==> config.mk <==
export PLATFORM = sky130hd
export DESIGN_NAME = csr_rmw_unit
export DESIGN_NICKNAME = d
export VERILOG_FILES = /design/src/rtl/csr_rmw_unit.sv
export SDC_FILE = /design/constraint.sdc
export NUM_CORES = 1
export LEC_CHECK = 0
export ABC_AREA = 1
export CELL_PAD_IN_SITES_DETAIL_PLACEMENT = 1
export CELL_PAD_IN_SITES_GLOBAL_PLACEMENT = 1
export CORE_MARGIN = 4
export CORE_UTILIZATION = 45
export CTS_CLUSTER_SIZE = 10
export DETAILED_ROUTE_END_ITERATION = 6
export DONT_BUFFER_PORTS = 1
export PLACE_DENSITY = 0.89
export SYNTH_ARGS = -nofsm -noshare
export SYNTH_HDL_FRONTEND = slang
export SYNTH_SLANG_ARGS = --single-unit
==> constraint.sdc <==
create_clock -name clk -period 4.9 [get_ports clk]
set_input_delay 0.98 -clock clk [delete_from_list [all_inputs] [get_ports clk]]
set_output_delay 0.98 -clock clk [all_outputs]
set_load 0.02 [all_outputs]
==> src/rtl/csr_rmw_unit.sv <==
// ---------------------------------------------------------------------------
// csr_rmw_unit
//
// Pipelined CSR read-modify-write unit placed between EX and WB. It holds
// NUM_CSR control/status registers and executes the six Zicsr operations:
// RW/RS/RC take their operand from rs1, and RWI/RSI/RCI take it from the
// zero-extended 5-bit immediate. For each request the unit returns the CSR
// value as it was before the operation.
//
// Pipeline:
//   S1 (_p1): captures the accepted request, the decoded CSR index, the
//             implemented flag and the selected operand.
//   S2      : reads the CSR, computes the new value, writes it back and
//             registers the response.
// A request accepted at edge t shows up as a response at edge t+1, so the
// consumer sees it two cycles after it was presented. With resp_ready held
// high the unit sustains one operation per cycle. Operations are applied in
// order in S2, so back-to-back operations to the same CSR see each other's
// results.
//
// Ports:
//   clk, rst      clock; synchronous active-high reset
//   req_valid     request present
//   req_ready     unit can accept a request this cycle
//   req_op        funct3 (001 RW, 010 RS, 011 RC, 101 RWI, 110 RSI, 111 RCI)
//   req_addr      12-bit CSR address
//   req_rs1_idx   rs1 index, or uimm[4:0] for the immediate forms
//   req_rs1_data  rs1 value; ignored for the immediate forms
//   resp_valid    response present
//   resp_ready    consumer accepts the response
//   resp_rdata    CSR value before the op (0 when illegal)
//   resp_illegal  op raised illegal-instruction
//   hw_we         hardware (trap logic) write enable
//   hw_idx        hardware write target index
//   hw_wdata      hardware write data
//   csr_flat      all CSR contents, entry i at [XLEN*i +: XLEN]
// ---------------------------------------------------------------------------
module csr_rmw_unit #(
    parameter int                    XLEN          = 64,
    parameter int                    NUM_CSR       = 4,
    parameter logic [NUM_CSR*12-1:0] CSR_ADDR_LIST = {12'h305, 12'h341, 12'h342, 12'h340},
    localparam int                   IDX_W         = (NUM_CSR > 1) ? $clog2(NUM_CSR) : 1
) (
    input  logic                    clk,
    input  logic                    rst,
    input  logic                    req_valid,
    output logic                    req_ready,
    input  logic [2:0]              req_op,
    input  logic [11:0]             req_addr,
    input  logic [4:0]              req_rs1_idx,
    input  logic [XLEN-1:0]         req_rs1_data,
    output logic                    resp_valid,
    input  logic                    resp_ready,
    output logic [XLEN-1:0]         resp_rdata,
    output logic                    resp_illegal,
    input  logic                    hw_we,
    input  logic [IDX_W-1:0]        hw_idx,
    input  logic [XLEN-1:0]         hw_wdata,
    output logic [NUM_CSR*XLEN-1:0] csr_flat
);

    // When NUM_CSR is not a power of two, some hw_idx codes name no CSR.
    localparam bit IDX_FULL = (NUM_CSR == (1 << IDX_W));

    // Address decode: returns {hit, index}. The list is scanned from the top
    // down so that, for a duplicated address, the lowest index is the last
    // match assigned and therefore wins.
    function automatic logic [IDX_W:0] decode_addr(input logic [11:0] addr);
        logic [IDX_W:0] res;
        res = '0;
        for (int i = NUM_CSR - 1; i >= 0; i--) begin
            if (CSR_ADDR_LIST[12*i +: 12] == addr) begin
                res = {1'b1, IDX_W'(i)};
            end
        end
        return res;
    endfunction

    // New CSR value. kind is funct3[1:0]: 01 write, 10 set, 11 clear.
    function automatic logic [XLEN-1:0] apply_op(input logic [1:0]      kind,
                                                 input logic [XLEN-1:0] old,
                                                 input logic [XLEN-1:0] operand);
        case (kind)
            2'b01:   return operand;
            2'b10:   return old | operand;
            2'b11:   return old & ~operand;
            default: return old;
        endcase
    endfunction

    logic [XLEN-1:0]  csr_q [NUM_CSR];

    logic             stall;
    logic             accept;
    logic [IDX_W:0]   dec;
    logic [XLEN-1:0]  operand_in;

    logic             vld_p1;
    logic [1:0]       kind_p1;
    logic [IDX_W-1:0] idx_p1;
    logic             hit_p1;
    logic             ro_p1;
    logic             zero_src_p1;
    logic [XLEN-1:0]  operand_p1;

    logic [XLEN-1:0]  old_val;
    logic [XLEN-1:0]  new_val;
    logic             suppress;
    logic             illegal;
    logic             fire;
    logic             sw_we;
    logic             hw_hit;

    // A held response freezes the whole pipe; S1 can still fill while empty.
    assign stall      = resp_valid && !resp_ready;
    assign req_ready  = !(vld_p1 && stall);
    assign accept     = req_valid && req_ready;
    assign dec        = decode_addr(req_addr);
    assign operand_in = req_op[2] ? {{(XLEN-5){1'b0}}, req_rs1_idx} : req_rs1_data;

    // ---- S1: request capture ----
    always_ff @(posedge clk) begin
        if (rst) begin
            vld_p1 <= 1'b0;
        end else if (req_ready) begin
            vld_p1 <= req_valid;
        end
    end

    always_ff @(posedge clk) begin
        if (accept) begin
            kind_p1     <= req_op[1:0];
            idx_p1      <= dec[IDX_W-1:0];
            hit_p1      <= dec[IDX_W];
            ro_p1       <= (req_addr[11:10] == 2'b11);
            zero_src_p1 <= (req_rs1_idx == 5'd0);
            operand_p1  <= operand_in;
        end
    end

    // ---- S2: read, modify, write, respond ----
    // Set/clear with rs1 (or uimm) of zero are pure reads; a write never is.
    assign suppress = kind_p1[1] && zero_src_p1;
    assign illegal  = (kind_p1 == 2'b00) || !hit_p1 || (ro_p1 && !suppress);
    assign old_val  = csr_q[idx_p1];
    assign new_val  = apply_op(kind_p1, old_val, operand_p1);
    assign fire     = vld_p1 && !stall;
    assign sw_we    = fire && !illegal && !suppress;
    assign hw_hit   = hw_we && (IDX_FULL || (int'(hw_idx) < NUM_CSR));

    always_ff @(posedge clk) begin
        if (rst) begin
            resp_valid   <= 1'b0;
            resp_rdata   <= '0;
            resp_illegal <= 1'b0;
        end else if (!stall) begin
            resp_valid <= vld_p1;
            if (vld_p1) begin
                resp_rdata   <= illegal ? '0 : old_val;
                resp_illegal <= illegal;
            end
        end
    end

    // The software write is assigned after the hardware write so that it
    // takes priority when both target the same CSR on the same edge.
    always_ff @(posedge clk) begin
        if (rst) begin
            for (int i = 0; i < NUM_CSR; i++) begin
                csr_q[i] <= '0;
            end
        end else begin
            if (hw_hit) begin
                csr_q[hw_idx] <= hw_wdata;
            end
            if (sw_we) begin
                csr_q[idx_p1] <= new_val;
            end
        end
    end

    for (genvar g = 0; g < NUM_CSR; g++) begin : g_flat
        assign csr_flat[XLEN*g +: XLEN] = csr_q[g];
    end

endmodule

After elaboration in Yosys (flattened, before gate mapping) --
Memories as Yosys holds them, arrays and structs flattened. Cells that the tools add are included.
Operators by class: equality and inequality tests 8, add/sub/neg operators 0, $mul 0, bitwise gates (word level) 4, divide/modulo/power cells 0, reduce and logical (&&, ||, !) cells 23, magnitude comparators 0, shift-type cells 0, mux-type cells 20
Operator list (count):
- 64-bit two-way mux | 3
- 64-bit one-hot mux with 3 select lines | 1
- 64-bit OR reduction | 2
- 64-bit bitwise AND | 1
- 64-bit NOT | 1
- 64-bit bitwise OR | 1
- 10-bit by 12-bit == test with 1-bit output (first input constant) | 4
- 1-bit two-way mux | 11
- 1-bit logical AND | 8
- 2-bit == test (second input constant) | 3
- 1-bit logical NOT | 6
- 2-bit two-way mux | 3
- 5-bit logical NOT | 1
- 5-bit two-way mux | 1
- 3-bit two-way mux | 1
- 3-bit OR reduction | 1
- 2-bit by 1-bit == test with 1-bit output (second input constant) | 1
- 2-bit logical NOT | 1
- 1-bit logical OR | 2
- 2-bit AND reduction | 1
- 2-bit OR reduction | 1
- 1-bit NOT | 1
Word-level totals: logic and storage cells 68, memories kept 1, latch bits 0, bits of input ports 155, output and inout bits 323, bits in registers 138, ROM bits 0, RAM bits 256
Memories:
- csr_q | words 4, width 64, read ports 5, clocked after Yosys merged registers in 0, wr ports 4, line 91 | logic [XLEN-1:0] csr_q [NUM_CSR];

Logic depth before layout (Yosys ltp) --
depth in word-level cells 12, depth in mapped cells 12, mapped depth without buffers 9

Worst setup path before layout --
Ideal clock, no wire load.
kind input-to-reg, start point input rst, end point memory csr_q[3][0] (enable), stages 6, setup time 0.849 ns, data arrival time 3.421 ns, path buffers 3, data required time 4.051 ns, setup slack 0.630 ns, cell sequence clkbuf_1 a21oi_1 nand3_1 clkbuf_1 clkbuf_1 nand3_1
RTL lines:
- start: declaration | line 45 | input logic rst,
- end: declaration | line 91

==> results.json <==
{
  "status": "completed",
  "syn-cell-area_um2": 20800,
  "grt_pass1_vias": 21300,
  "clkSinkCount": 394,
  "cts_setup_buffers": 0,
  "grt_pass1_wl_um": 133000,
  "wl_met1_um": 32400,
  "vias": 20100,
  "start_util": 0.457,
  "nFillCells": 5742,
  "place_hpwl_um": 56100,
  "viasPerCell": 5.87,
  "cts_resized": 0,
  "drv_slew": 0,
  "grt_max_degree": 132,
  "finalHoldViolations": 0,
  "cts_root_buf": "clkbuf_16",
  "worst_ep_required_time_ps": 5350,
  "cp_max_fo": 45,
  "clockBufferDepth": 3,
  "fin_crit_ps": 3130,
  "ant_nets": 0,
  "cts_made_buffers": 48,
  "p_per_area_nw_per_um2": 361,
  "max_slew.worst_pin.slew_ps": 1130,
  "syn_avg_cell_area_um2": 7.23,
  "critPathLaunchType": "flip-flop",
  "antenna_found_initial": 8,
  "endpoint_kind": "flip-flop",
  "postSynth.asyncResetShare": 0,
  "firstDrtPassIters": 5,
  "wl_per_cell_um": 26.3,
  "multiInputGateArea_um2": 8590,
  "yosysSeqAreaShare": 0.536,
  "insertion_delay_ps": 590,
  "fin_nets": 2945,
  "gp_congestion": 0.902,
  "cts_tree": "done",
  "finalWirelength_um": 90400,
  "fin_skew_ps": 17.5,
  "fp.dieW_um": 223,
  "track_usage": 0.349,
  "final.period_utilization": 0.639,
  "portBuffers": 0,
  "synthCells": 2879,
  "synth.distinct_cells": 22,
  "synth_fp_nets": 3034,
  "synth_warnings": 0,
  "cap_violations": 0,
  "ir_drop_uv": 248,
  "crit_arrival_ps": 3580,
  "utilization": 0.500,
  "synth-seq-cells": 394,
  "cts_hold_buf": 0,
  "die_h_um": 223,
  "setup-violations-final": 0,
  "route.met3.wl_um": 9920,
  "io_pins": 478,
  "dieArea_um2": 49800,
  "synthFlopType": "edfxtp_1",
  "core_um2": 45600,
  "rows": 78,
  "overflow": 0,
  "drive_gt1_frac": 0.0410,
  "drc": 0,
  "tns_ps": 0,
  "hold_class": "in -> reg",
  "h-tree-depth": 2,
  "slew_headroom": 0.248,
  "dr_wl_met2_um": 43300,
  "rsz0062_at_grt": "false",
  "seqCellArea_um2": 11200,
  "critPathKind": "reg -> reg",
  "area_delta_synth_final_pct": 9.46,
  "synth-edff-count": 327,
  "fmax_ghz": 0.320,
  "leakage_uw": 0.0109,
  "route.top_layer_used": "met5",
  "clk_pin_slew_ps": 60,
  "drt-initial-drc-count": 1805
}
worst max-delay path, stage by stage (launching register included):
cell and delay (ps):
edfxtp_1 530, a21oi_1 830, nand3_2 360, nor2_4 630, buf_12 380, nand2_1 130, nand2_1 80
power by group:
part           internal [µW]  switching (µW)  leakage [µW]  total, µW
Clock                   1930            1450      0.000686       3380
Sequential              3820             313       0.00391       4130
Combinational            158             568       0.00629        726
Total                   5900            2330        0.0109       8230
placed cells by master, fill, tap and decap left out:
cell       netlist  routed
o21ai_0         65      65
inv_4            0       2
nor3b_1          1       1
inv_1          139     135
buf_4            0      24
buf_12           0       7
nand2_4          0       5
nand3_2          1       1
mux2_2           3       3
nor2_4           4       5
clkbuf_16        0      50
a21oi_1         70      70
nand3_4          0       8
inv_2            1       3
nor3_1           4       4
xor2_4           0       1
nand2_1       1682    1677
clkinv_2         0       3
nand3_1         12       4
diode_2          0       7
nand4_1          1       1
inv_6            0       1
clkbuf_8         0       3
nor4_1           1       1
dfxtp_1         67      67
edfxtp_1       327     327
nor2_1         328     328
clkbuf_1       105      30
metal layers:
layer  global-route usage  vias up
li1                     -     8729
met1                0.407     9916
met2                0.589     1187
met3                0.103      306
met4                0.175        2
met5                    0        -
stage by stage:
| step | cell area, µm² | cells | power [µW] | hold slack, ps | setup slack [ps] |
|---|---|---|---|---|---|
| finish | 22800 | 3433 | 8230 | 470 | 1770 |
| CTS | 22800 | 3426 | 8230 | 439 | 1850 |
| global route | 22800 | 3431 | 8460 | 457 | 1680 |
| detailed placement | 21400 | 3340 | 4900 | 557 | 1490 |
| global placement | 21400 | 3340 | 4850 | 554 | 1630 |
| floorplan | 20800 | 2879 | 4580 | 530 | 630 |
synthesized netlist by cell type, types with 3 or more instances:
| cell type | n | share of area |
|---|---|---|
| buf_2 | 58 | 0.014 |
| clkbuf_1 | 105 | 0.019 |
| nor3_1 | 4 | 0.00096 |
| buf_1 | 7 | 0.0013 |
| nor2_1 | 328 | 0.059 |
| nor2_4 | 4 | 0.0022 |
| nand3_1 | 12 | 0.0029 |
| a21oi_1 | 70 | 0.017 |
| nand2_1 | 1682 | 0.30 |
| inv_1 | 139 | 0.025 |
| edfxtp_1 | 327 | 0.47 |
| o21ai_0 | 65 | 0.016 |
| dfxtp_1 | 67 | 0.064 |
| mux2_2 | 3 | 0.0016 |
sequential cells by signal (all words and copies together), names as in the netlist:
name	count
csr_q	256
ro_p1	1
zero_src_p1	1
resp_valid	1
resp_rdata	64
hit_p1	1
operand_p1	64
resp_illegal	1
kind_p1	2
vld_p1	1
idx_p1	2
cell type report:
type / instances / area share
clock inverters: 3 / 0.000823
inverters: 141 / 0.0235
flip-flops and latches: 394 / 0.490
clock buffers: 83 / 0.0616
well taps: 600 / 0.0329
diodes: 7 / 0.000768
multi-input cells: 2174 / 0.377
repair buffers: 31 / 0.0141
kinds of logic (layout without fill, tap and decap cells):
logic type	Yosys count	count (layout)	synth area share
AO/OA/AOI/OAI	135	135	0.0324
multiplexers	3	3	0.00162
other	0	7	0
XOR/XNOR	1	1	0.000421
flip-flops	394	394	0.536
buffers and inverters	311	258	0.0595
AND/OR/NAND/NOR	2035	2035	0.370
path summary, 6_finish.rpt:
path | slack [ps] | cells after the start | endpoint | startpoint
max reg2reg | 1770 | 6 | csr_q[0][57]$_DFFE_PP_ | kind_p1[1]$_DFFE_PP_
min | 470 | 1 | resp_rdata[62]$_SDFFE_PP0P_ | rst
min reg2reg | 570 | 2 | resp_rdata[12]$_SDFFE_PP0P_ | resp_rdata[12]$_SDFFE_PP0P_
max | 1770 | 6 | csr_q[0][57]$_DFFE_PP_ | kind_p1[1]$_DFFE_PP_
No activity file was read; power rests on OpenSTA's default activity.
